<file path="config.mk">
export PLATFORM = sky130hd
export DESIGN_NAME = regbank_param
export DESIGN_NICKNAME = d
export VERILOG_FILES = /design/src/rtl/regbank_param.sv
export SDC_FILE = /design/constraint.sdc
export NUM_CORES = 2
export LEC_CHECK = 0
export BUFFER_PORTS_ARGS = -buffer_cell sky130_fd_sc_hd__clkbuf_2
export CAP_MARGIN = 20
export CELL_PAD_IN_SITES_DETAIL_PLACEMENT = 0
export CELL_PAD_IN_SITES_GLOBAL_PLACEMENT = 1
export CORE_ASPECT_RATIO = 1.75
export CORE_MARGIN = 2
export CORE_UTILIZATION = 49
export DETAILED_ROUTE_END_ITERATION = 10
export GPL_TIMING_DRIVEN = 0
export PLACE_DENSITY = 0.8
export SKIP_CTS_REPAIR_TIMING = 1
export SYNTH_ARGS = -nofsm -noshare
export SYNTH_HDL_FRONTEND = slang
export SYNTH_SLANG_ARGS = --single-unit
</file>
<file path="constraint.sdc">
create_clock -name clk -period 5.2 [get_ports clk]
set_input_delay 0.78 -clock clk [delete_from_list [all_inputs] [get_ports clk]]
set_output_delay 0.78 -clock clk [all_outputs]
set_load 0.1 [all_outputs]
</file>
<file path="src/rtl/regbank_param.sv">
// Parametrised two-write / two-read register file with optional hardwired-zero R0,
// optional same-cycle write-to-read forwarding and a sequential soft-clear engine.
module regbank_param #(
    parameter int DW      = 32,
    parameter int AW      = 5,
    parameter int ZERO_R0 = 1,
    parameter int BYPASS  = 1
) (
    input  logic          clk,
    input  logic          reset_n,
    input  logic          we0,
    input  logic [AW-1:0] wa0,
    input  logic [DW-1:0] wd0,
    input  logic          we1,
    input  logic [AW-1:0] wa1,
    input  logic [DW-1:0] wd1,
    input  logic [AW-1:0] ra1,
    input  logic [AW-1:0] ra2,
    output logic [DW-1:0] rd1,
    output logic [DW-1:0] rd2,
    input  logic          clear,
    output logic          busy
);

    localparam int NREG = 2 ** AW;

    typedef enum logic {
        IDLE,
        CLEAR
    } state_t;

    state_t        state;
    logic [AW-1:0] ptr;
    logic [DW-1:0] regs [NREG];
    logic          wr0_ok;
    logic          wr1_ok;

    always_comb begin
        wr0_ok = we0 && !((ZERO_R0 != 0) && (wa0 == '0));
        wr1_ok = we1 && !((ZERO_R0 != 0) && (wa1 == '0));
    end

    // Port 1 is written after port 0 so it wins when both target the same register.
    always_ff @(posedge clk) begin
        if (!reset_n) begin
            state <= IDLE;
            ptr   <= '0;
            for (int i = 0; i < NREG; i++) begin
                regs[i] <= '0;
            end
        end else begin
            case (state)
                IDLE: begin
                    if (wr0_ok) begin
                        regs[wa0] <= wd0;
                    end
                    if (wr1_ok) begin
                        regs[wa1] <= wd1;
                    end
                    if (clear) begin
                        state <= CLEAR;
                        ptr   <= '0;
                    end
                end
                CLEAR: begin
                    regs[ptr] <= '0;
                    ptr       <= ptr + 1'b1;
                    if (ptr == AW'(NREG - 1)) begin
                        state <= IDLE;
                    end
                end
                default: begin
                    state <= IDLE;
                    ptr   <= '0;
                end
            endcase
        end
    end

    assign busy = (state == CLEAR);

    // Forwarding is suppressed during a clear because the pending writes are being dropped.
    function automatic logic [DW-1:0] read_port(input logic [AW-1:0] ra,
                                                input logic [DW-1:0] stored);
        logic [DW-1:0] v;
        v = stored;
        if ((BYPASS != 0) && (state == IDLE)) begin
            if (we1 && (wa1 == ra)) begin
                v = wd1;
            end else if (we0 && (wa0 == ra)) begin
                v = wd0;
            end
        end
        if ((ZERO_R0 != 0) && (ra == '0)) begin
            v = '0;
        end
        return v;
    endfunction

    always_comb begin
        rd1 = read_port(ra1, regs[ra1]);
    end

    always_comb begin
        rd2 = read_port(ra2, regs[ra2]);
    end

endmodule
</file>
==> metrics, run 1 <==
run status did not finish; last step reached 5_1_grt; Stop Error [ERROR GRT-0116] Global routing finished with congestion. Check the congestion regions in the DRC Viewer.; post-synthesis cell type with the largest combined area sky130_fd_sc_hd__edfxtp_1; via count of the first global-routing pass 59800; Yosys top cell area share 49.7%; Longest Clk Path Bufs 3; Root Buffer sky130_fd_sc_hd__clkbuf_16; Post-Syn Instances 5139; maximum number of pins on one net before global-route repair 23; number of enable flip-flop cells after synthesis 1024; proportion of synthesized chip area in sequential cells 49.9%; number of port buffers 147; Yosys reg bits 1030; wire length of the first global-routing pass about 530 mm; cell types with the highest counts after synthesis 1027 x sky130_fd_sc_hd__mux2i_1, 1024 x sky130_fd_sc_hd__edfxtp_1, 960 x sky130_fd_sc_hd__a22o_1, 512 x sky130_fd_sc_hd__a22oi_1, 454 x sky130_fd_sc_hd__clkbuf_1; number of H-tree levels 3; mean instance size in the synthesized netlist 12.0 um2; share of synthesized flip-flops with an asynchronous set or reset 0%; worst slack at placement -790 ps; routability cong. 1.14; count of different cell masters after synthesis 51; dpl hpwl 280 mm; clock sink count 1030; Boundary Pins roughly 150; post-synthesis instance area 61900 um2; die width 273 um; cts bufs inserted 97; chip height 474 um; main area contributors after synthesis sky130_fd_sc_hd__edfxtp_1 50%, sky130_fd_sc_hd__mux2i_1 17%, sky130_fd_sc_hd__a22o_1 14%, sky130_fd_sc_hd__a22oi_1 6.2%, sky130_fd_sc_hd__clkbuf_1 2.8%; number of rows created at floorplan 172; Starting Density between 40% and 50%; global-route congestion overflow total 320; top_reg_cell synth sky130_fd_sc_hd__edfxtp_1; Syn. warnings 0; leading cell type by number of instances after synthesis sky130_fd_sc_hd__mux2i_1; overall routing resource usage 61.1%
-- metrics by stage --
step | instances | cell area, um2
4_1_cts | 7229 | 70400
3_5_place_dp | 7047 | 67000
3_3_place_gp | 6970 | 64800
2_1_floorplan | 5170 | 62000
-- routing by layer --
metal  GRT overflow  global-route usage (%)
met1              0                    60.9
met2            171                    88.6
met3              1                    28.1
met4            148                    68.4
met5              0                    1.95
-- cell families after synthesis --
logic type	after synthesis	synth area share, %
simple gates	632	5.84
mux	1032	16.7
compound gates	1678	22.2
fa+ha+maj	2	0.0404
other cells	1	0.00606
flops	1030	49.9
xor+xnor	20	0.283
buf+inv	744	5.02
==> run 2: changes to the inputs <==
--- a/config.mk
+++ b/config.mk
@@ -7,14 +7,11 @@
 export LEC_CHECK = 0
 export BUFFER_PORTS_ARGS = -buffer_cell sky130_fd_sc_hd__clkbuf_2
 export CAP_MARGIN = 20
-export CELL_PAD_IN_SITES_DETAIL_PLACEMENT = 0
-export CELL_PAD_IN_SITES_GLOBAL_PLACEMENT = 1
-export CORE_ASPECT_RATIO = 1.75
 export CORE_MARGIN = 2
-export CORE_UTILIZATION = 49
+export CORE_UTILIZATION = 34
 export DETAILED_ROUTE_END_ITERATION = 10
 export GPL_TIMING_DRIVEN = 0
-export PLACE_DENSITY = 0.8
+export PLACE_DENSITY_LB_ADDON = 0.15
 export SKIP_CTS_REPAIR_TIMING = 1
 export SYNTH_ARGS = -nofsm -noshare
 export SYNTH_HDL_FRONTEND = slang
==> run 2 against run 1 <==
The flow now finishes, with violations (negative setup slack). Area after synthesis unchanged. Synthesized cell count unchanged.
==> metrics, run 2 <==
most used cells in the layout excluding fill and tap cells 1027 x sky130_fd_sc_hd__mux2i_1, 1024 x sky130_fd_sc_hd__edfxtp_1, 960 x sky130_fd_sc_hd__a22o_1; run status finished with violations (was did not finish); Fin. Hold Viols 0; routability cong. 1.00 (was 1.14); number of port buffers 147 (unchanged); flip-flop count of the largest register after layout 1024; Flop pwr share 42.1%; part of the power in the clock network 40.2%; clock slew at the register clock pins of the worst setup and hold paths 50 ps; share of synthesized flip-flops with an asynchronous set or reset 0% (unchanged); final critical-path required period about 5300 ps; routed wire length 307 mm; clock tree from TritonCTS yes; critical setup path kind in2out; Starting Density 34.2% (was 49.3%); via count normalized by instance count about 6.5; area of the core region 181000 um2; maximum number of pins on one net before global-route repair 22; wire length of the first global-routing pass 410 mm; Yosys reg bits 1030 (unchanged); relative area change from synthesis to final layout 16.2%; total net switching power approximately 7.1 mW; number of nets at the end of the flow 5604; worst slack at placement -889 ps (was -790 ps); f_max 189 MHz; cell types with the highest counts after synthesis 1027 x sky130_fd_sc_hd__mux2i_1, 1024 x sky130_fd_sc_hd__edfxtp_1, 960 x sky130_fd_sc_hd__a22o_1, 512 x sky130_fd_sc_hd__a22oi_1, 454 x sky130_fd_sc_hd__clkbuf_1 (unchanged); clock sink count 1030 (unchanged); post-synthesis instance area 61900 um2 (unchanged); ratio of cells with drive above 1 in the final layout 13.5%; register name with the most flops regs; highest net fanout along the worst path 10; net switching share of the total power 31.1%; startpoint class of the critical path primary input; Min Hold Slack 328 ps; dpl hpwl 244 mm (was 280 mm); main area contributors after synthesis sky130_fd_sc_hd__edfxtp_1 50%, sky130_fd_sc_hd__mux2i_1 17%, sky130_fd_sc_hd__a22o_1 14%, sky130_fd_sc_hd__a22oi_1 6.2%, sky130_fd_sc_hd__clkbuf_1 2.8% (unchanged); violations in the final reports negative setup slack; Int Power 15.8 mW; via total after detailed routing 52200; WHS Path Cells 3; Filler cells 17500; CP Capture Type output port; number of H-tree levels 4 (was 3); total leakage power between 20 and 30 nW; post-synthesis cell type with the largest combined area sky130_fd_sc_hd__edfxtp_1 (unchanged); Syn. warnings 0 (unchanged); Post-Syn Instances 5139 (unchanged); final count of negative-setup-slack endpoints 17; number of antenna-violating nets in the routed design 0; count of different cell masters after synthesis 51 (unchanged); worst path setup slack after routing -90.7 ps; proportion of synthesized chip area in sequential cells 49.9% (unchanged); number of slew-limit violations in the final report 0; final routed wire length divided by cell count ~38 um; Boundary Pins 154 (unchanged); mean instance size in the synthesized netlist 12.0 um2 (unchanged); Reg2Reg Depth 8; number of rows created at floorplan 156 (was 172); worst vdd ir 0.284 mV; data required time of the worst path ~4400 ps; Slew HR between 10% and 20%; chip height 431 um (was 474 um); global-route congestion overflow total 0; leading cell type in the layout, fill and taps excluded sky130_fd_sc_hd__mux2i_1; number of antenna violations at the first check in global routing 13; cts bufs inserted 130 (was 97); Yosys top cell area share 49.7% (unchanged); clock skew 15.1 ps; Root Buffer sky130_fd_sc_hd__clkbuf_16 (unchanged); top_reg_cell synth sky130_fd_sc_hd__edfxtp_1 (unchanged); floorplan die area approximately 190000 um2; die width 431 um (was 273 um); Power Density 319 nW/um2; max-cap viol count 0; number of enable flip-flop cells after synthesis 1024 (unchanged); overall routing resource usage 32.0%; data arrival at the endpoint of the critical path 4510 ps; via count of the first global-routing pass 50300; leading cell type by number of instances after synthesis sky130_fd_sc_hd__mux2i_1 (unchanged); transition time at the pin with the least slew margin 1240 ps; Detailed Route Iter0 Violations 6381; Clk Latency, worst-skew pair 790 ps; Longest Clk Path Bufs 3 (unchanged); crit share post-route 102%; worst min path class in2reg; number of remaining DRC errors 0; proportion of power drawn by combinational gates approximately 18%; RSZ-0062 raised after global routing true; first drt pass iteration count 6
## run 2: path summary, 6_finish.rpt
| path | end | from | slack [ps] |
|---|---|---|---|
| max | rd1[2] | wa1[4] | -90 |
| min | busy$_SDFF_PN0_ | clear | 330 |
| max reg2reg | regs[31][14]$_DFFE_PP_ | busy$_SDFF_PN0_ | 680 |
| min reg2reg | ptr[3]$_SDFFE_PN0P_ | ptr[1]$_SDFFE_PN0P_ | 650 |
## run 2: per-layer routing
layer	wire (um)	GRT usage, %	part of all wire (%)	vias to the layer above
met2	138000	49.8	45	2974
met4	23700	21.6	7.7	6
met5	44	0	0.014	-
li1	-	-	-	21700
met1	120000	40.1	39	26800
met3	25000	6.66	8.1	680
## run 2: worst max-delay path: stages
cell and delay, ps:
sky130_fd_sc_hd__buf_2 420, sky130_fd_sc_hd__xnor2_1 180, sky130_fd_sc_hd__nand2_1 420, sky130_fd_sc_hd__or2_2 630, sky130_fd_sc_hd__a21oi_1 690, sky130_fd_sc_hd__buf_6 240
sky130_fd_sc_hd__buf_2 260, sky130_fd_sc_hd__o32ai_1 180, sky130_fd_sc_hd__clkbuf_4 260, sky130_fd_sc_hd__clkbuf_2 390
## run 2: cell type report
| type | instances | area [um2] | share of cell area [%] |
|---|---|---|---|
| buffer | 709 | 3030 | 4.22 |
| antenna | 11 | 27.5 | 0.0383 |
| clock buffer | 161 | 3460 | 4.82 |
| timing repair buffer | 214 | 1940 | 2.69 |
| inverter | 32 | 120 | 0.167 |
| sequential | 1030 | 30900 | 42.9 |
| clock inverter | 71 | 719 | 1.00 |
| tap | 2370 | 2970 | 4.12 |
| multi-input combinational | 3396 | 28800 | 40.0 |
## run 2: stage by stage
| stage | util [%] | TNS [ps] | power, mW | cells | area [um2] |
|---|---|---|---|---|---|
| final | 39.8 | -954 | 23.0 | 7994 | 71900 |
| after global routing | 39.8 | -47.6 | 23.4 | 7983 | 71900 |
| after CTS | 39.6 | -35100 | 22.8 | 7975 | 71500 |
| after detailed placement | 37.3 | -34800 | 13.7 | 7743 | 67300 |
| after global placement | 36.3 | -839620 | 13.6 | 7687 | 65700 |
| after floorplan | - | 0 | 12.1 | 5170 | 62000 |
## run 2: logic make-up (layout without fill, tap and decap cells)
kind of cell	after synthesis	count (layout)	share of synthesized area (%)
compound gates	1678	1678	22.2
xor+xnor	20	20	0.283
fa+ha+maj	2	2	0.0404
buf+inv	744	1187	5.02
flops	1030	1030	49.9
mux	1032	1032	16.7
other cells	1	43	0.00606
simple gates	632	632	5.84
## run 2: power groups by stage
stage               combinational, mW  sequential [mW]  clock (mW)
floorplan                        2.29             9.79           0
global placement                 3.75             9.87           0
detailed placement               3.92             9.83           0
CTS                              3.93             9.65        9.25
global route                     4.14             9.69        9.53
finish                           4.07             9.66        9.22
(Power assumes the default switching activity.)
